[src/rtl/regfile_wb_arbiter_pkg.sv]
// Shared types for the register-file writeback path.
//   WbEntry      : one queued multi-cycle result (destination + data)
//   reg_onehot() : one-hot mask for a register index, used by the pending scoreboard
package regfile_wb_arbiter_pkg;

    localparam int XLEN     = 64;
    localparam int REG_AW   = 5;
    localparam int NUM_REGS = 32;

    typedef struct packed {
        logic [REG_AW-1:0] rd;
        logic [XLEN-1:0]   data;
    } WbEntry;

    function automatic logic [NUM_REGS-1:0] reg_onehot(input logic [REG_AW-1:0] r);
        return NUM_REGS'(1) << r;
    endfunction

endpackage

[src/rtl/regfile_wb_arbiter_wb_fifo.sv]
// wb_fifo: small circular FIFO holding multi-cycle writeback results.
// Ports:
//   clk, rst_n  : clock, asynchronous active-low reset (drops all entries)
//   push        : enqueue push_entry at the clock edge (ignored when full)
//   push_entry  : WbEntry payload to enqueue
//   pop         : dequeue the head at the clock edge (ignored when empty)
//   head        : current head entry (valid when count != 0)
//   count       : occupancy, 0..DEPTH
module wb_fifo
    import regfile_wb_arbiter_pkg::*;
#(
    parameter int DEPTH = 4
) (
    input  logic                     clk,
    input  logic                     rst_n,
    input  logic                     push,
    input  WbEntry                   push_entry,
    input  logic                     pop,
    output WbEntry                   head,
    output logic [$clog2(DEPTH):0]   count
);

    localparam int AW = $clog2(DEPTH);
    localparam int CW = AW + 1;

    WbEntry        mem [DEPTH];
    logic [AW-1:0] rd_ptr;
    logic [AW-1:0] wr_ptr;
    logic          do_push;
    logic          do_pop;

    assign do_push = push && (count != CW'(DEPTH));
    assign do_pop  = pop && (count != '0);
    assign head    = mem[rd_ptr];

    // Pointers wrap naturally because DEPTH is a power of two; fullness and
    // emptiness come from count alone.
    always_ff @(posedge clk or negedge rst_n) begin
        if (!rst_n) begin
            rd_ptr <= '0;
            wr_ptr <= '0;
            count  <= '0;
        end else begin
            if (do_push) wr_ptr <= wr_ptr + AW'(1);
            if (do_pop)  rd_ptr <= rd_ptr + AW'(1);
            case ({do_push, do_pop})
                2'b10:   count <= count + CW'(1);
                2'b01:   count <= count - CW'(1);
                default: count <= count;
            endcase
        end
    end

    // Storage is not reset: an entry is only observed after it has been written.
    always_ff @(posedge clk) begin
        if (do_push) mem[wr_ptr] <= push_entry;
    end

endmodule

[src/rtl/regfile_wb_arbiter.sv]
// regfile_wb_arbiter: merges in-order pipeline writebacks with queued
// multi-cycle results onto the register file's single write port, keeps the
// per-register pending mask for the hazard unit and requests a bubble when
// queued results are starved by back-to-back pipeline writes.
// Ports:
//   clk, rst_n                       : clock, asynchronous active-low reset
//   pipe_we, pipe_rd, pipe_data      : pipeline writeback (highest priority)
//   mc_valid, mc_ready, mc_rd, mc_data : multi-cycle result handshake into FIFO
//   iss_mark, iss_rd                 : multi-cycle op issued, marks rd pending
//   we, write_addr, write_data       : register file write port
//   pend                             : pending mask, bit 0 tied low
//   wb_stall                         : pipeline bubble request
//   fifo_count                       : FIFO occupancy
module regfile_wb_arbiter
    import regfile_wb_arbiter_pkg::*;
#(
    parameter int DEPTH      = 4,
    parameter int STARVE_MAX = 3
) (
    input  logic                   clk,
    input  logic                   rst_n,
    input  logic                   pipe_we,
    input  logic [4:0]             pipe_rd,
    input  logic [63:0]            pipe_data,
    input  logic                   mc_valid,
    output logic                   mc_ready,
    input  logic [4:0]             mc_rd,
    input  logic [63:0]            mc_data,
    input  logic                   iss_mark,
    input  logic [4:0]             iss_rd,
    output logic                   we,
    output logic [4:0]             write_addr,
    output logic [63:0]            write_data,
    output logic [31:0]            pend,
    output logic                   wb_stall,
    output logic [$clog2(DEPTH):0] fifo_count
);

    localparam int CW = $clog2(DEPTH) + 1;
    localparam int SW = $clog2(STARVE_MAX + 1);

    WbEntry        head;
    WbEntry        push_entry;
    logic          pipe_live;
    logic          fifo_empty;
    logic          drain;
    logic          push;
    logic [31:0]   pend_q;
    logic [31:0]   pend_nxt;
    logic [SW-1:0] starve_left;
    logic [SW-1:0] starve_nxt;

    // Gating with rst_n keeps the write port quiet while reset is held, even
    // if the pipeline is still presenting a write.
    assign pipe_live  = rst_n && pipe_we && (pipe_rd != '0);
    assign fifo_empty = (fifo_count == '0);
    assign drain      = rst_n && !pipe_live && !fifo_empty;

    // Registered count only: a pop in the same cycle does not open a slot.
    assign mc_ready   = rst_n && (fifo_count < CW'(DEPTH));
    assign push       = mc_valid && mc_ready && (mc_rd != '0);
    assign push_entry = '{rd: mc_rd, data: mc_data};

    wb_fifo #(.DEPTH(DEPTH)) u_fifo (
        .clk        (clk),
        .rst_n      (rst_n),
        .push       (push),
        .push_entry (push_entry),
        .pop        (drain),
        .head       (head),
        .count      (fifo_count)
    );

    always_comb begin
        we         = 1'b0;
        write_addr = '0;
        write_data = '0;
        if (pipe_live) begin
            we         = 1'b1;
            write_addr = pipe_rd;
            write_data = pipe_data;
        end else if (drain) begin
            we         = 1'b1;
            write_addr = head.rd;
            write_data = head.data;
        end
    end

    // Clear first, then set, so a re-issue to the draining register stays pending.
    always_comb begin
        pend_nxt = pend_q;
        if (drain)
            pend_nxt = pend_nxt & ~reg_onehot(head.rd);
        if (iss_mark && (iss_rd != '0))
            pend_nxt = pend_nxt | reg_onehot(iss_rd);
        pend_nxt[0] = 1'b0;
    end

    always_ff @(posedge clk or negedge rst_n) begin
        if (!rst_n) pend_q <= '0;
        else        pend_q <= pend_nxt;
    end

    assign pend = pend_q;

    // Starvation timer counts down the blocked cycles still tolerated; it is
    // reloaded on any drain or while the FIFO is empty and holds at zero.
    always_comb begin
        starve_nxt = starve_left;
        if (fifo_empty || drain)
            starve_nxt = SW'(STARVE_MAX);
        else if (starve_left != '0)
            starve_nxt = starve_left - SW'(1);
    end

    always_ff @(posedge clk or negedge rst_n) begin
        if (!rst_n) starve_left <= SW'(STARVE_MAX);
        else        starve_left <= starve_nxt;
    end

    assign wb_stall = (starve_left == '0) && !fifo_empty;

endmodule

[config.mk]
export PLATFORM = sky130hd
export DESIGN_NAME = regfile_wb_arbiter
export DESIGN_NICKNAME = d
export VERILOG_FILES = /design/src/rtl/regfile_wb_arbiter_pkg.sv /design/src/rtl/regfile_wb_arbiter_wb_fifo.sv /design/src/rtl/regfile_wb_arbiter.sv
export SDC_FILE = /design/constraint.sdc
export NUM_CORES = 1
export LEC_CHECK = 0
export CORE_UTILIZATION = 45
export DETAILED_ROUTE_END_ITERATION = 10
export PLACE_DENSITY = 0.71
export RECOVER_POWER = 100
export SLEW_MARGIN = 40
export SYNTH_ARGS = -nofsm -noshare
export SYNTH_HDL_FRONTEND = slang
export SYNTH_SLANG_ARGS = --single-unit
[constraint.sdc]
create_clock -name clk -period 2.85 [get_ports clk]
set_input_delay 0.57 -clock clk [delete_from_list [all_inputs] [get_ports clk]]
set_output_delay 0.57 -clock clk [all_outputs]
set_load 0.1 [all_outputs]
# Word-level counts from Yosys, hierarchy flattened
# Memories as Yosys holds them, arrays and structs flattened.
# Index checks and enable logic that the tools add are counted.
# word_totals
reg_bits,40
wordCells,56
out_inout_bits,107
ramBits,276
inputBits,148
mem_count,1
# classes
n_reduce_logical,23
n_lt_le_gt_ge,1
addsub,5
bitwise,3
n_eq_ne,3
shifts,2
muxes,13
# memory_table
name,words,word_bits,read_ports,rd_ports_with_merged_regs,wr,line,source
u_fifo.mem,4,69,1,0,1,regfile_wb_arbiter_wb_fifo.sv:26,WbEntry mem [DEPTH];
# op_table
op,count
64-bit 2-to-1 mux,2
32-bit 2-to-1 mux,2
1-bit by 5-bit left shift with 32-bit output (first input constant),2
32-bit AND,1
32-bit NOT,1
32-bit bitwise OR,1
5-bit nonzero test,3
1-bit logical AND,11
5-bit 2-to-1 mux,2
3-bit case mux with 2 select lines,1
2-bit nonzero test,3
2-bit by 1-bit adder with 2-bit output (second input constant),2
1-bit 2-to-1 mux,4
2-bit 2-to-1 mux,2
3-bit by 1-bit adder with 3-bit output (second input constant),1
3-bit logical NOT,1
3-bit < comparator (second input constant),1
3-bit inequality test (second input constant),1
3-bit nonzero test,1
3-bit by 1-bit subtractor with 3-bit output (second input constant),1
2-bit by 1-bit == test with 1-bit output (second input constant),1
2-bit == test (second input constant),1
1-bit logical NOT,2
2-bit logical NOT,1
other kinds (2),2

# Logic depth before layout (Yosys ltp)
# logic_depth
depth_word,8
ltp_mapped,9

# Hierarchy
# Synthesis repeated with hierarchy kept, for this count alone.
# unflattened
cells_unflattened,786
hier_area_um2,13359.1
# modules_own_cells
module,area_per_inst_um2,n_inst,cells_each
wb_fifo,10448.8,1,398
regfile_wb_arbiter,2910.3,1,388

# Least setup slack after synthesis
# Ideal clock, no wire load.
# synth_path
kind,reg-to-reg
startpoint,reg u_fifo.count[2]
endpoint,mem u_fifo.mem[0][0] (netlist bit) (enable)
arrival_time_ns,4.454
stages_incl_launch_ff,5
required_time_ns,2.415
path_slack_ns,-2.039
period_less_slack_ns,4.889
cell_sequence,dfrtp_1 > nor2b_1 > nand2_1 > a21oi_1 > and2_1
# synth_between
elab_chain_len,7
elab_cells_between_ends,8
cone_classes,1 x order compare; 1 x eq/ne; 2 x mux; 4 x reduce/logical
# synth_lines
item,line,source
start: declaration,regfile_wb_arbiter_wb_fifo.sv:20,output logic [$clog2(DEPTH):0] count
start signal: assignment,regfile_wb_arbiter_wb_fifo.sv:47,2'b10: count <= count + CW'(1);
start signal: assignment,regfile_wb_arbiter_wb_fifo.sv:48,2'b01: count <= count - CW'(1);
start signal: assignment,regfile_wb_arbiter_wb_fifo.sv:49,default: count <= count;
3-bit < comparator,regfile_wb_arbiter.sv:60,assign mc_ready = rst_n && (fifo_count < CW'(DEPTH));
1-bit logical AND,regfile_wb_arbiter.sv:60,
via mc_ready,regfile_wb_arbiter.sv:26,"output logic mc_ready,"
1-bit logical AND (2 in series),regfile_wb_arbiter.sv:61,assign push = mc_valid && mc_ready && (mc_rd != '0);
1-bit logical AND,regfile_wb_arbiter_wb_fifo.sv:32,assign do_push = push && (count != CW'(DEPTH));
1-bit 2-to-1 mux,regfile_wb_arbiter_wb_fifo.sv:56,if (do_push) mem[wr_ptr] <= push_entry;
1-bit 2-to-1 mux (not written as such),regfile_wb_arbiter_wb_fifo.sv:56,
end: declaration,regfile_wb_arbiter_wb_fifo.sv:26,
# The timed path passes the listed nets, and every way through them passes these cells.

# Worst setup path in the final report
# layout_path
startpoint,in pipe_rd[2]
endpoint,out write_data[41]
# layout_between
elab_chain_len,7
# layout_lines
item,line,source
start: declaration,regfile_wb_arbiter.sv:23,"input logic [4:0] pipe_rd,"
5-bit nonzero test (*),regfile_wb_arbiter.sv:55,assign pipe_live = rst_n && pipe_we && (pipe_rd != '0);
1-bit logical AND (*),regfile_wb_arbiter.sv:55,
1-bit logical NOT,regfile_wb_arbiter.sv:57,assign drain = rst_n && !pipe_live && !fifo_empty;
1-bit logical AND (2 in series),regfile_wb_arbiter.sv:57,
64-bit 2-to-1 mux,regfile_wb_arbiter.sv:82,end else if (drain) begin
64-bit 2-to-1 mux (*),regfile_wb_arbiter.sv:78,if (pipe_live) begin
end: declaration,regfile_wb_arbiter.sv:33,"output logic [63:0] write_data,"
# Every way passes the cells marked *; elsewhere a longest branch is shown, timed or not.

==> reports/metrics.cfg <==
[worst_setup_path]
worst_endpoint_required_time_ns=2.28
critPathKind=in2out
worst-path-max-fanout=5
arrival_ns=2.41
cp-end-kind=primary output
critical_path.startpoint_type=input pin
worstRegToRegCells=5
worst_r2r_startpoint=u_fifo.rd_ptr[0]$_DFFE_PN0P_
timing.rr.end=pend[25]$_DFF_PN0_
reg2reg_slack_ns=0.41

[synth]
biggest_area_contributors_in_the_synthesized_netlist=edfxtp_1 (65%), mux4_2 (12%), dfrtp_1 (7.4%)
yosysMostFrequentCell=edfxtp_1
post_synth_num_cell_types=49
synthesis.yosys.warnings=0
number_of_enable_type_register_cells_in_the_synthesized_netlist=276
synth_flop_cell=edfxtp_1
netlist.top_cell.by_area=edfxtp_1
synth-seq-cells=316
post_synth_most_frequent_cells=edfxtp_1 (276), mux4_2 (69), a22o_1 (67), nor2_1 (58), dfrtp_1 (38)
postSynthNetCount=841
synth-async-reset-ratio=0.127
number_of_standard_cells_after_synthesis=686
cell_area_after_synthesis_sq_um=12800
seq_area_frac_synth=0.723
synthesis.area_per_instance_sq_um=18.7
synth_largest_type_area_fraction=0.645

[clocking]
clock_sink_count=316
cts-root-to-sink-buffers=3
cts.root.buffer_cell=clkbuf_16
cts-buffers-inserted=34
cts.reportedPaths.clkPinSlew_ns=0.06
cts-htree-levels=2
clock_insertion_delay_worst_skew_ns=0.52
cts_tree=done

[timing]
timing.final.setup_violations=69
worst_pin_slew_ns=0.687
max_clock_freq_ghz=0.335
final.setup_skew_ns=0.0240
rsz0062_at_grt=yes
slew_viol_final=0
post-route-worst-setup-slack_ns=-0.132
final_min_period_over_clock_period=1.05
timing.final.hold_violations=0
final_period_minus_worst_setup_slack_ns=2.98
max-slew-margin-rel=0.541

[grt]
maximum_number_of_pins_on_one_net_before_global_route_repair=48
antenna_violations_before_repair=15
global_route.overflow_total=0
grt.total_usage=0.219
first_global_vias=8052
grt_pass1_wl_um=47000

[placement]
gp_routability_congestion=0.859
dp_hpwl_um=19200
placed_area_sq_um=16800
port_buffers=253
dp_worst_setup_slack_ns=-0.357

[cells_and_area]
nNetsFinal=1156
drive_gt1_frac=0.380
nFillCells=1860
layout_area_overhead_pct=46.9
area.sequential_sq_um=9300
finalInstanceArea_sq_um=18900
multi_input_area_sq_um=3740

[floorplanning]
fp-row-count=61
floorplan.initialDensity=0.460
io_pins=255
floorplan.die.height_um=171
floorplan.die_area_sq_um=29200
chipWidth_um=171
core-area_sq_um=27900

[route]
post_drt_wl_per_cell_um=22.8
totalWireLength_um=32300
via_count=7860
drt-pass1-iter-count=5
route.detailed.drc=0
drt_first_iter_violations=743
via_per_inst=5.55
ant_nets=0

[pwr]
clock_power_share=0.219
power.static_leakage_nw=6.73
max-vdd-ir-drop_mv=0.560
netSwitchingFraction=0.406
power_per_cell_area_nw_per_um2=1050
seq_power_share=0.308
share_comb_of_total_power=0.473
netSwitchingPower_mw=8.01
cell_internal_pwr_mw=11.7

[status]
failing_checks=negative setup slack
run_status=finished with violations

[hold_path]
min_path_type=in2async

[flow_run]
maxcap_violations=0

-- per-layer routing --
layer	up-vias	GRT usage	part of all wire
li1	3474	-	-
met1	3993	0.287	0.41
met2	324	0.363	0.50
met3	59	0.0601	0.074
met4	10	0.0578	0.021
met5	-	0	0.0018
-- layout make-up --
type,instances,share of cell area
Antenna cell,10,0.00133
Clock buffer,45,0.0489
Clock inverter,17,0.00961
Inverter,5,0.000995
Multi-Input combinational cell,324,0.198
Sequential cell,316,0.493
Tap cell,378,0.0251
Timing Repair Buffer,320,0.223
-- sequential cells by signal, indices dropped and copies added, names as in the netlist --
| name | count |
|---|---|
| u_fifo.count | 3 |
| starve_left | 2 |
| u_fifo.wr_ptr | 2 |
| u_fifo.rd_ptr | 2 |
| u_fifo.mem | 276 |
| pend | 31 |
-- through the flow --
| stage | total power, mW | hold slack, ns | std cells | TNS (ns) | util |
|---|---|---|---|---|---|
| floorplan | 12.1 | 0.274 | 686 | -0.236 | - |
| detailed placement | 14.8 | 0.390 | 1308 | -22.90 | 0.602 |
| CTS | 19.8 | -0.131 | 1401 | -5.16 | 0.674 |
| global placement | 14.7 | 0.388 | 1308 | -20.49 | 0.602 |
| global route | 20.4 | 0.303 | 1410 | -8.08 | 0.675 |
| finish | 19.7 | 0.272 | 1415 | -6.29 | 0.676 |
-- worst max-delay path, cell delays in order --
cell and delay [ns]:
buf_6 0.09, or4_4 0.54, o21a_4 0.22, nor2_4 0.12
buf_12 0.11, buf_12 0.11, buf_12 0.11, buf_12 0.11
buf_16 0.12, a22o_4 0.12, buf_12 0.16
-- worst max path at each step --
stage	start	to	slack, ns	cells after the start
final	pipe_rd[2]	write_data[41]	-0.13	11
after global placement	pipe_rd[1]	write_data[44]	-0.31	7
after floorplan	u_fifo.count[1]$_DFFE_PN0P_	wb_stall	-0.24	2
after detailed placement	pipe_rd[1]	write_data[25]	-0.36	7
after global routing	pipe_rd[2]	write_data[24]	-0.16	11
after CTS	pipe_rd[3]	write_data[28]	-0.13	11
-- power groups by stage --
stage | logic, mW | clock network [mW] | registers, mW
detailed placement | 8.67 | 0 | 6.13
global placement | 8.61 | 0 | 6.11
finish | 9.35 | 4.32 | 6.08
floorplan | 4.32 | 0 | 7.78
CTS | 9.39 | 4.38 | 6.06
global route | 9.71 | 4.57 | 6.12
-- placed cells by master (no fill, tap or decap), drive strengths merged, types with 2 or more instances in the layout --
| cell | n |
|---|---|
| a21oi | 24 |
| a22o | 67 |
| a31oi | 9 |
| a32o | 2 |
| and2 | 4 |
| buf | 174 |
| bufinv | 3 |
| clkbuf | 47 |
| clkdlybuf4s50 | 72 |
| clkinv | 12 |
| clkinvlp | 2 |
| dfrtp | 38 |
| dfstp | 2 |
| diode | 10 |
| dlygate4sd3 | 70 |
| edfxtp | 276 |
| ha | 6 |
| inv | 5 |
| mux2 | 4 |
| mux2i | 2 |
| mux4 | 69 |
| nand2 | 7 |
| nand2b | 6 |
| nand4b | 3 |
| nand4bb | 2 |
| nor2 | 59 |
| nor2b | 4 |
| nor3 | 21 |
| nor3b | 5 |
| o21ai | 4 |
| o41ai | 5 |
| or2 | 3 |
| xnor2 | 3 |
| xor2 | 4 |
-- what timing repair did --
action                                  4_1_cts  5_1_grt
pin swaps                                    33        9
gates resized for setup                      78        4
endpoints found under the hold margin         1        1
gates cloned                                 12        3
endpoints found under the setup margin       70       69
setup buffers                                20        5
-- logic make-up (layout without fill, tap and decap cells) --
family,count (synthesis),after routing,synth area share
buf+inv,46,387,0.0188
compound gates,116,116,0.0703
other cells,1,11,0.000292
simple gates,118,118,0.0488
fa+ha+maj,7,7,0.00740
mux,75,75,0.126
xor+xnor,7,7,0.00477
flops,316,316,0.723
No activity file was read; power rests on OpenSTA's default activity.
==> RTL change 1: new RTL, same settings <==
`DEPTH` is set to 4 in 2 places; all go to 8.
--- a/src/rtl/regfile_wb_arbiter_wb_fifo.sv
+++ b/src/rtl/regfile_wb_arbiter_wb_fifo.sv
@@ -9,7 +9,7 @@
 module wb_fifo
     import regfile_wb_arbiter_pkg::*;
 #(
-    parameter int DEPTH = 4
+    parameter int DEPTH = 8
 ) (
     input  logic                     clk,
     input  logic                     rst_n,
--- a/src/rtl/regfile_wb_arbiter.sv
+++ b/src/rtl/regfile_wb_arbiter.sv
@@ -14,7 +14,7 @@
 module regfile_wb_arbiter
     import regfile_wb_arbiter_pkg::*;
 #(
-    parameter int DEPTH      = 4,
+    parameter int DEPTH      = 8,
     parameter int STARVE_MAX = 3
 ) (
     input  logic                   clk,
Ports: changed (resized fifo_count); port bits go from 255 to 256. No check against the original RTL was run, so the function may have changed too.
==> RTL change 1 against the unedited design <==
The flow still finishes with violations (negative setup slack); routed wire length up 72%; sequential power up 76%; first-iteration DRC count up 34%; worst setup slack worse by 0.24 ns; total power up 71%; synthesized area up 84%; sequential cell count up 279; design area up 74%; combinational power up 60%; core utilization down 3.8 points; critical endpoint is now write_data[37]; largest power group unchanged.
==> RTL change 1: results (changes against the unedited design) <==
| Metric | Value |
|---|---|
| Mean Syn Cell Area | 19.7 µm² (was 18.7 µm²) |
| Yosys cell types | 48 (was 49) |
| Status | complete, but fails checks (unchanged) |
| Data buffer area share | 15.9% (was 22.3%) |
| Worst Setup SP | u_fifo.rd_ptr[0] (was pipe_rd[2]) |
| Clock share of power | 23.6% (was 21.9%) |
| Row count | 83 (was 61) |
| Setup bufs post-CTS | 35 (was 20) |
| Layout net count | 1,788 (was 1,156) |
| CP max stage cell | mux4_2 (was or4_4) |
| TritonCTS Buffers | 59 (was 34) |
| Final Setup Violations | 70 (was 69) |
| Clock Latency Late Sink | 0.63 ns (was 0.52 ns) |
| Layout cells sized above 1 | 37.7% (was 38.0%) |
| Vias in the first global route | 13,800 (was 8,052) |
| Post-synth top cells | 552 x edfxtp_1, 136 x mux4_2, 106 x nand2_1 (was 276 x edfxtp_1, 69 x mux4_2, 67 x a22o_1) |
| Synth Area in Compound Gates | 3.56% (was 7.03%) |
| Reg2Reg Depth | 9 (was 5) |
| Inverters, non-clock | 20 (was 5) |
| Adder-Cell Fraction of Synth Area | 0.318% (was 0.740%) |
| Reg2reg end | pend[21] (was pend[25]) |
| Seq/total area | 53.7% (was 49.3%) |
| Failing checks | negative setup slack (unchanged) |
| Routed len/inst | 23.5 µm (was 22.8 µm) |
| Top cell type's share of synthesized area | 70.1% (was 64.5%) |
| Design area | 32,900 µm² (was 18,900 µm²) |
| #MultiIn Comb | 522 (was 324) |
| DP Cell Count | 2,193 (was 1,308) |
| Post-synth EDFFs | 552 (was 276) |
| VDD IR max | 0.726 mV (was 0.560 mV) |
| Initial antenna violation count | 10 (was 15) |
| Measured slew at the worst slew-check pin | 1.22 ns (was 0.687 ns) |
| Clock group | 7.96 mW (was 4.32 mW) |
| #FFs+latches synth | 595 (was 316) |
| Worst R2R Setup Slack | 0.14 ns (was 0.41 ns) |
| Final worst setup slack | -0.376 ns (was -0.132 ns) |
| Gr usage total | 21.0% (was 21.9%) |
| # fillers | 3,354 (was 1,860) |
| Diode count | 5 (was 10) |
| Met3 usage | 3.60% (was 6.01%) |
==> RTL change 1: cell count changes after synthesis, moves of 10 or more <==
cell | unedited run | this run
a22o_1 | 67 | 3
nor3_1 | 17 | 6
edfxtp_1 | 276 | 552
o21ai_0 | 1 | 83
buf_2 | 16 | 26
nand2_1 | 7 | 106
inv_1 | 5 | 20
nor2_1 | 58 | 18
clkbuf_1 | 17 | 28
mux2i_1 | 2 | 68
mux4_2 | 69 | 136
a21oi_1 | 24 | 6
==> RTL change 1: cells by family after synthesis <==
| group | count (synthesis) |
|---|---|
| compound gates | 128 |
| xor+xnor | 9 |
| fa+ha+maj | 6 |
| buf+inv | 85 |
| flops | 595 |
| mux | 210 |
| other cells | 1 |
| simple gates | 168 |
==> RTL change 1: layer usage <==
metal / up-vias / routed length (µm) / part of all wire [%]
met5: - / 74 / 0.13
met2: 423 / 28900 / 52
met3: 92 / 3160 / 5.7
li1: 5765 / - / -
met1: 6800 / 22200 / 40
met4: 12 / 1360 / 2.4
==> RTL change 2: new RTL, same flow settings <==
Made on the original files. Make the reset (`rst_n`) synchronous in 3 clocked blocks. Comments in the files are not updated.
--- a/src/rtl/regfile_wb_arbiter_wb_fifo.sv
+++ b/src/rtl/regfile_wb_arbiter_wb_fifo.sv
@@ -35,7 +35,7 @@
 
     // Pointers wrap naturally because DEPTH is a power of two; fullness and
     // emptiness come from count alone.
-    always_ff @(posedge clk or negedge rst_n) begin
+    always_ff @(posedge clk) begin
         if (!rst_n) begin
             rd_ptr <= '0;
             wr_ptr <= '0;
--- a/src/rtl/regfile_wb_arbiter.sv
+++ b/src/rtl/regfile_wb_arbiter.sv
@@ -96,7 +96,7 @@
         pend_nxt[0] = 1'b0;
     end
 
-    always_ff @(posedge clk or negedge rst_n) begin
+    always_ff @(posedge clk) begin
         if (!rst_n) pend_q <= '0;
         else        pend_q <= pend_nxt;
     end
@@ -113,7 +113,7 @@
             starve_nxt = starve_left - SW'(1);
     end
 
-    always_ff @(posedge clk or negedge rst_n) begin
+    always_ff @(posedge clk) begin
         if (!rst_n) starve_left <= SW'(STARVE_MAX);
         else        starve_left <= starve_nxt;
     end
Formal check against the unedited RTL: differs if rst_n is asserted again (counterexample within 4 cycles, from zero or initial values and one cycle with rst_n low); with rst_n held inactive, the same outputs for 4 cycles.
==> RTL change 2 against the unedited design <==
Design area is 4.4% lower; hold slack better by 0.19 ns; sequential cell count is 2 higher; routed wire length is 10% lower; critical endpoint is now write_data[62]; highest routed layer unchanged; synthesized area is 0.84% lower; worst setup slack better by 0.17 ns; clock skew is 0.0076 ns lower; critical path depth is 2 lower.
Power is not compared: it rests on default switching activity, and its combinational part moved more than twofold at a synthesized area within 25%.
==> RTL change 2: results (changes against the unedited design) <==
| Metric | Value |
|---|---|
| Via/cell ratio | 5.50 (was 5.55) |
| Yosys cell types | 51 (was 49) |
| Max_slew headroom | 17.6% (was 54.1%) |
| Layout cells sized above 1 | 34.1% (was 38.0%) |
| # fillers | 1,986 (was 1,860) |
| Sequential fraction of the synthesis area | 71.7% (was 72.3%) |
| Minimum clock period after layout | 2.81 ns (was 2.98 ns) |
| Worst R2R Setup Slack | 0.44 ns (was 0.41 ns) |
| Dpl ws | -0.417 ns (was -0.357 ns) |
| Routed len/inst | 20.6 µm (was 22.8 µm) |
| Vias in the first global route | 7,937 (was 8,052) |
| Hpwl dp | 19.3 mm (was 19.2 mm) |
| Delay-heaviest family, CP | simple AND/OR/NAND/NOR gates (was buffers and inverters) |
| Initial antenna violation count | 10 (was 15) |
| Type of the tightest min-delay check | reg2reg (was in2async) |
| Ys async rst share | 0% (was 12.7%) |
| Fin Clk Skew | 0.0164 ns (was 0.0240 ns) |
| CP Data Arrival Time | 2.24 ns (was 2.41 ns) |
| First-pass GRT wire length | 44.4 mm (was 47.0 mm) |
| Gr usage total | 20.3% (was 21.9%) |
| Synth area leaders | edfxtp_1 65%, mux4_2 12%, dfxtp_1 6.6%, a22o_1 4.7%, a22oi_1 1.5% (was edfxtp_1 65%, mux4_2 12%, dfrtp_1 7.4%, a22o_1 4.6%, nor2_1 1.7%) |
| Post-synth top cells | 276 x edfxtp_1, 69 x a22o_1, 69 x mux4_2 (was 276 x edfxtp_1, 69 x mux4_2, 67 x a22o_1) |
| Layout net count | 1,154 (was 1,156) |
| DRT iter0 DRCs | 558 (was 743) |
| Syn Nets | 846 (was 841) |
| Status | finished clean (was complete, but fails checks) |
| RD Place Congestion | 0.837 (was 0.859) |
| Longest Clk Path Bufs | 3 (unchanged) |
| Post-synth EDFFs | 276 (unchanged) |
| Crit Path Max Fanout | 4 (was 5) |
-- RTL change 2: changes by cell type after synthesis, sizes merged, moves of 12 or more --
cell,before,now
a22oi,0,26
clkbuf,17,29
dfrtp,38,0
dfxtp,0,42
nand2,7,20
nor2,59,16
nor3,21,6
-- RTL change 2: power breakdown --
part	leakage [nW]	internal (mW)	switching (mW)	total, mW
Clock	0.526	2.45	1.71	4.16
Combinational	2.73	0.897	1.27	2.17
Sequential	2.85	5.19	0.0408	5.23
-- RTL change 2: kinds of logic (layout without fill, tap and decap cells) --
group                      Yosys count  in the layout  synth area share (%)
adders and majority gates            7              7                 0.747
AOI/OAI and AO/OA                  156            156                  9.37
xor gates and xnor gates             4              4                 0.275
DFF                                318            318                  71.7
and+or+nand+nor                     76             76                  3.62
other                                1              8                0.0294
buffers and inverters               59            393                  1.98
muxes                               70             70                  12.3
-- RTL change 2: final timing paths --
check                   startpoint              end  depth (start not counted)
setup / recovery        pipe_rd[3]   write_data[62]                          9
hold / removal    u_fifo.rd_ptr[1]        flip-flop                          1
setup reg to reg   u_fifo.count[2]  u_fifo.count[2]                         13
hold reg to reg   u_fifo.rd_ptr[1]        flip-flop                          1
-- RTL change 2: what timing repair did --
action	CTS	global route
cloned	1	0
pin swaps	5	2
setup endpoints to repair	70	40
setup buffers	3	8
gates resized for setup	30	2
-- RTL change 2: stage by stage --
stage / std cells / TNS, ns / instance area [µm²] / hold WS, ns
after CTS: 1395 / 0 / 18100 / 0.464
final: 1410 / 0 / 18000 / 0.462
after global placement: 1329 / -22.43 / 16900 / 0.440
after detailed placement: 1329 / -23.35 / 16900 / 0.442
after floorplan: 691 / 0 / 12900 / 0.432
after global routing: 1407 / -0.000681 / 18000 / 0.497
-- RTL change 2: layer usage --
metal | up-vias | share of wire, % | GRT usage [%]
li1 | 3509 | - | -
met1 | 3901 | 42 | 26.9
met2 | 290 | 49 | 33.6
met3 | 49 | 6.9 | 4.84
met4 | 6 | 2.0 | 5.99
met5 | - | 0.11 | 0
-- RTL change 2: layout make-up --
type                            count  area, µm²  area share (%)
Clock inverter                     17        149           0.825
Sequential cell                   318       9140            50.7
Tap cell                          378        473            2.62
Clock buffer                       45        912            5.06
Inverter                           11       41.3           0.229
Timing Repair Buffer              320       3730            20.7
Antenna cell                        7       17.5          0.0971
Multi-Input combinational cell    314       3570            19.8
-- RTL change 2: worst register-to-register path: cells and delay by family (launching register included) --
kind	cells	cell delay, ns
DFF	1	0.39
AOI/OAI and AO/OA	1	0.13
buffers and inverters	5	0.50
and+or+nand+nor	4	0.70
xor gates and xnor gates	1	0.15
adders and majority gates	2	0.46
